File: src/rtl/univ_shift_reg_param.sv
// Universal shift register with a direct mode and a counted burst mode.
// Optional feature macro: USR_ROTATE_EN enables rotate codes 100/101 (hold otherwise).
module univ_shift_reg_param #(
    parameter int unsigned DATA_WIDTH = 8,
    parameter int unsigned CNT_WIDTH  = 4
) (
    input  logic                  i_clk,
    input  logic                  clr,
    input  logic [DATA_WIDTH-1:0] in,
    input  logic [2:0]            sel_mux,
    input  logic                  sr,
    input  logic                  sl,
    input  logic                  start,
    input  logic [CNT_WIDTH-1:0]  shift_cnt,
    output logic [DATA_WIDTH-1:0] q_out,
    output logic                  busy,
    output logic                  done
);

    typedef enum logic {
        ST_IDLE = 1'b0,
        ST_RUN  = 1'b1
    } state_t;

    state_t                r_state;
    logic [DATA_WIDTH-1:0] r_q;
    logic [2:0]            r_mode;
    logic [CNT_WIDTH-1:0]  r_cnt;
    logic                  r_busy;
    logic                  r_done;

    state_t                w_state_nxt;
    logic [DATA_WIDTH-1:0] w_q_nxt;
    logic [2:0]            w_mode_nxt;
    logic [CNT_WIDTH-1:0]  w_cnt_nxt;
    logic                  w_busy_nxt;
    logic                  w_done_nxt;
    logic [2:0]            w_op_mode;
    logic [DATA_WIDTH-1:0] w_op_q;

    // A burst runs the latched mode; otherwise the live select drives the datapath.
    assign w_op_mode = (r_state == ST_RUN) ? r_mode : sel_mux;

    // One operation of the selected mode applied to the current contents.
    always_comb begin
        w_op_q = r_q;
        case (w_op_mode)
            3'b001:  w_op_q = {sr, r_q[DATA_WIDTH-1:1]};
            3'b010:  w_op_q = {r_q[DATA_WIDTH-2:0], sl};
            3'b011:  w_op_q = in;
`ifdef USR_ROTATE_EN
            3'b100:  w_op_q = {r_q[0], r_q[DATA_WIDTH-1:1]};
            3'b101:  w_op_q = {r_q[DATA_WIDTH-2:0], r_q[DATA_WIDTH-1]};
`endif
            3'b110:  w_op_q = {r_q[DATA_WIDTH-1], r_q[DATA_WIDTH-1:1]};
            default: w_op_q = r_q;
        endcase
    end

    // Next-state, datapath and flag logic.
    always_comb begin
        w_state_nxt = r_state;
        w_q_nxt     = r_q;
        w_mode_nxt  = r_mode;
        w_cnt_nxt   = r_cnt;
        w_busy_nxt  = 1'b0;
        w_done_nxt  = 1'b0;
        case (r_state)
            ST_IDLE: begin
                if (start) begin
                    w_mode_nxt = sel_mux;
                    w_cnt_nxt  = shift_cnt;
                    if (shift_cnt != CNT_WIDTH'(0)) begin
                        w_state_nxt = ST_RUN;
                        w_busy_nxt  = 1'b1;
                    end else begin
                        w_done_nxt = 1'b1;
                    end
                end else begin
                    w_q_nxt = w_op_q;
                end
            end
            ST_RUN: begin
                w_q_nxt   = w_op_q;
                w_cnt_nxt = r_cnt - CNT_WIDTH'(1);
                if (r_cnt == CNT_WIDTH'(1)) begin
                    w_state_nxt = ST_IDLE;
                    w_done_nxt  = 1'b1;
                end else begin
                    w_busy_nxt = 1'b1;
                end
            end
            default: w_state_nxt = ST_IDLE;
        endcase
    end

    always_ff @(posedge i_clk or negedge clr) begin
        if (!clr) begin
            r_state <= ST_IDLE;
            r_q     <= '0;
            r_mode  <= 3'b000;
            r_cnt   <= '0;
            r_busy  <= 1'b0;
            r_done  <= 1'b0;
        end else begin
            r_state <= w_state_nxt;
            r_q     <= w_q_nxt;
            r_mode  <= w_mode_nxt;
            r_cnt   <= w_cnt_nxt;
            r_busy  <= w_busy_nxt;
            r_done  <= w_done_nxt;
        end
    end

    assign q_out = r_q;
    assign busy  = r_busy;
    assign done  = r_done;

endmodule

File: config.mk
export PLATFORM = sky130hd
export DESIGN_NAME = univ_shift_reg_param
export DESIGN_NICKNAME = d
export VERILOG_FILES = /design/src/rtl/univ_shift_reg_param.sv
export SDC_FILE = /design/constraint.sdc
export NUM_CORES = 1
export LEC_CHECK = 0
export ABC_CLOCK_PERIOD_IN_PS = 1850
export BUFFER_PORTS_ARGS = -buffer_cell sky130_fd_sc_hd__buf_2
export CAP_MARGIN = 20
export CORE_AREA = 2 2 48 50
export DETAILED_ROUTE_END_ITERATION = 8
export DIE_AREA = 0 0 50 52
export PLACE_DENSITY = 0.84
export SETUP_SLACK_MARGIN = 0.15
export SKIP_CTS_REPAIR_TIMING = 1
export SLEW_MARGIN = 25
export SYNTH_ARGS = -nofsm -noshare
export SYNTH_HDL_FRONTEND = slang
export SYNTH_SLANG_ARGS = --single-unit
File: constraint.sdc
create_clock -name i_clk -period 1.85 [get_ports i_clk]
set_input_delay 0.0925 -clock i_clk [delete_from_list [all_inputs] [get_ports i_clk]]
set_output_delay 0.0925 -clock i_clk [all_outputs]
set_load 0.05 [all_outputs]
# Word-level counts from Yosys, hierarchy flattened
# Index checks and enable logic that the tools add are counted.
word_totals:
  in_bits: 20
  ff_bits: 17
  out_inout_bits: 10
  wordCells: 30
classes:
  bitwise: 1
  addsub: 1
  reduce_logical: 2
  mux: 14
  eq_ne: 7
op_table:
  columns: ["cell", "n"]
  rows:
  - ["8-bit case mux with 4 select lines", 1]
  - ["8-bit case mux with 2 select lines", 1]
  - ["8-bit two-way mux", 1]
  - ["4-bit case mux with 2 select lines", 1]
  - ["3-bit by 2-bit equality test with 1-bit output, second input constant", 2]
  - ["1-bit two-way mux", 6]
  - ["4-bit by 1-bit equality test with 1-bit output, second input constant", 1]
  - ["4-bit two-way mux", 1]
  - ["2-bit inequality test, second input constant", 2]
  - ["1-bit case mux with 2 select lines", 2]
  - ["4-bit nonzero test", 1]
  - ["4-bit by 1-bit subtractor with 4-bit output, second input constant", 1]
  - ["3-bit by 1-bit equality test with 1-bit output, second input constant", 1]
  - ["3-bit equality test, second input constant", 1]
  - ["3-bit two-way mux", 1]
  - ["2-bit AND reduction", 1]
  - ["1-bit inverter", 1]

# Longest topological paths before layout
logic_depth:
  ltp_word: 5
  ltp_mapped: 5
  depth_no_buf: 4

# Worst setup path after synthesis
# No wires, ideal clock.
synth_timing:
  path_kind: "register to register"
  start: "register, netlist name busy"
  end: "register r_q[7], in the netlist q_out[7]"
  arrival_time_ps: 1692
  setup_slack_ps: 30
  setup_ps: 128
  stages_incl_launch_ff: 5
  required_time_ps: 1722
  period_less_slack_ps: 1820
  path_cell_list: "dfrtp_1 > buf_2 > mux2_1 > a22oi_1 > mux2_1"
synth_rtl:
  columns: ["item", "line", "text"]
  rows:
  - ["end signal: assignment", "107", "r_q <= w_q_nxt;"]
  - ["end: declaration", "26", "logic [DATA_WIDTH-1:0] r_q;"]

==> metrics.csv <==
stage;metric;value;unit
clock_network;clk_root_buffer_cell;clkbuf_4;
cells_and_area;areaGrowthSynthToFinish;23.69;%
route;drc;0;
pwr;p_int;0.001213;W
route;wl_met1;956;um
grt;gr-total-overflow;0;
worst_setup_path;slowest_delay;0.52;ns
route;vias;890;
worst_setup_path;cp_cell_sequence;buf_4 -> mux2_1 -> a22oi_1 -> mux2_1;
timing;fin_crit_sh;87.03;%
cells_and_area;mostFrequentLayoutCells;buf_2 (29), dfrtp_1 (16), inv_1 (10);
route;wirelength;2.211;mm
pwr;total_leakage_power;0.6056;nW
clock_network;cts_buffer_depth;2;
grt;grt_pass1_vias;793;
placed_design;io_buffer_count;29;
worst_setup_path;worstSetupPathType;flop to flop;
worst_setup_path;required;2.04;ns
floorplanning;initial_utilization;46.41;%
floorplanning;row_count;17;
grt;antenna_found_initial;0;
pwr;seqPwrFrac;31.8;%
outcome;status;finished, final reports clean;
floorplanning;io_pins;30;
cells_and_area;utilization;57.40;%
timing;max_freq;621.1;MHz
worst_setup_path;worst_path_dominant_cell_family;multiplexers;
synthesis;ys.warnings.count;0;
floorplanning;die_y;52;um
worst_setup_path;arrival;1.80;ns
route;met3_wirelength;124;um
floorplanning;core;2106;um2
worst_setup_path;path_max_fanout;7;
synthesis;synth_nets;115;
timing;fin_tns_setup;0;ns
synthesis;syn_area;977.2;um2
pwr;pwr_density_cell;1983;nW/um2
timing;rsz0062_at_grt;false;
clock_network;cts_max_level;1;
placed_design;place_congestion;0.7741;
route;wl_per_cell;14.26;um
route;drtAntennaViolNets;0;
timing;period_minus_slack;1.610;ns
grt;grt_usage;17.35;%
worst_setup_path;critPathLaunchType;flop;
synthesis;synth_seq_cells;17;
synthesis;syn_area_per_cell;10.51;um2
pwr;combPwrFrac;59.6;%
clock_network;cts_made_buffers;3;
clock_network;cts_tree;done;
cells_and_area;nets;150;
placed_design;hpwl;1.585;mm
route;via_per_inst;5.742;
clock_network;cts_sinks;17;
timing;slew_violations;0;
synthesis;ys_seq_area_share;43.53;%
timing;finClkSkew;0.003968;ns
route;wl_met2;1.094;mm
route;dr.pass1.iters;5;
worst_setup_path;crit_path_end_kind;flop;
route;first_iter_violations;39;
worst_setup_path;r2r_slack;0.24;ns
cells_and_area;mostFrequentLayoutCell;buf_2;
timing;hold_viol;0;
synthesis;ys_types;33;
pwr;p_switching;0.001183;W
worst_setup_path;crit_buf_inv;1;
grt;grt_max_degree;23;
grt;grt_pass1_wl;3.346;mm
timing;maxSlewHeadroom;73.04;%
cells_and_area;antenna_cells;0;
cells_and_area;drive_gt1_share;33.86;%
synthesis;synth_cells;93;
timing;finalSetupViolCount;0;
pwr;peakVddDrop;0.8521;mV
floorplanning;die-area;2600;um2
worst_hold_path;hold_class;input port to flop;
timing;worstMarginPinSlew;0.4034;ns
pwr;swShare;49.39;%
floorplanning;die_x;50;um
pwr;clockPowerShare;8.6;%
clock_network;clk_pin_slew;0.10;ns
worst_setup_path;cp_slowest_cell;dfrtp_4;
clock_network;clock_latency;0.30;ns
job;drv_cap;0;
route;highest_layer;met4;
worst_setup_path;crit_top_cell;mux2_1;
[tightest hold or removal path, stage by stage]
cell and delay, ns:
buf_2 0.08, a211oi_1 0.05, a21oi_1 0.10
[worst paths after layout]
path | from | endpoint | cells past startpoint
max | busy$_DFF_PN0_ | q_out[7]$_DFFE_PN0P_ | 4
min | shift_cnt[1] | r_cnt[1]$_DFFE_PN0P_ | 3
max reg2reg | busy$_DFF_PN0_ | q_out[7]$_DFFE_PN0P_ | 4
min reg2reg | r_cnt[0]$_DFFE_PN0P_ | r_cnt[0]$_DFFE_PN0P_ | 1
max in group asynchronous | clr | busy$_DFF_PN0_ | 2
min in group asynchronous | clr | q_out[7]$_DFFE_PN0P_ | 2
[synth_stat cells (all sizes together)]
library cell	n	area share, %
nand2	7	2.9
mux2i	8	8.2
ha	2	2.6
buf	3	1.4
inv	10	3.8
mux2	5	5.8
o311ai	1	0.90
o21ai	1	0.51
nand4bb	2	2.3
nand2b	2	1.3
o22ai	1	0.64
a222oi	7	7.2
a22oi	1	0.77
dfrtp	17	44
nor2b	1	0.64
nor4bb	1	1.0
xnor2	1	0.90
nor3	2	1.0
a21oi	3	1.5
or4	1	0.77
nor2	4	1.5
o21a	1	0.77
a211oi	3	2.3
nand4b	1	0.90
xor2	1	0.90
a21o	2	1.5
nand3b	1	0.77
o211ai	2	1.5
or4b	1	1.0
a21bo	1	1.0
[routing by layer]
metal | track usage [%] | vias to the layer above
li1 | - | 421
met1 | 20.15 | 433
met2 | 30.48 | 33
met3 | 2.586 | 3
met4 | 9.722 | 0
met5 | 0 | -
[cell type report]
class,count,area [um2]
clock buffer,3,22.52
clock inverter,1,5.005
fill,188,897.1
inverter,10,37.54
multi-input combinational,63,504.2
sequential,17,429.2
tap,28,35.03
timing repair buffer,33,175.2
[sequential cells by signal, indices dropped and copies added, names as in the netlist]
| name | cells |
|---|---|
| q_out | 8 |
| r_cnt | 4 |
| r_mode | 3 |
| busy | 1 |
| done | 1 |
[cell families after synthesis]
family | after synthesis | share of synthesized area, %
buffers and inverters | 13 | 5.250
XOR/XNOR | 2 | 1.793
AO/OA/AOI/OAI | 23 | 18.69
adder cells (fa/ha/maj) | 2 | 2.560
flip-flops | 17 | 43.53
AND/OR/NAND/NOR | 23 | 14.21
multiplexers | 13 | 13.96
[metrics by stage]
stage / instance area (um2) / total power (W) / instances / setup WS [ns] / hold slack [ns]
after floorplan: 978.4 / 0.001843 / 93 / 0.1796 / -0.2031
after global placement: 1145 / 0.002088 / 147 / 0.2770 / 0.03431
after detailed placement: 1145 / 0.002153 / 147 / 0.2198 / 0.03984
after CTS: 1172 / 0.002356 / 151 / 0.1937 / -0.2976
after global routing: 1209 / 0.002551 / 155 / 0.1890 / 0.08172
final: 1209 / 0.002396 / 155 / 0.2399 / 0.07128
[power groups by stage]
stage / registers, W / clock network (W) / logic (W)
floorplan: 0.00107 / 0 / 0.000777
detailed placement: 0.000793 / 0 / 0.00136
global placement: 0.000777 / 0 / 0.00131
global route: 0.000788 / 0.000231 / 0.00153
finish: 0.000763 / 0.000206 / 0.00143
CTS: 0.000785 / 0.000213 / 0.00136
Note: power is estimated with default switching activity, not from simulation.
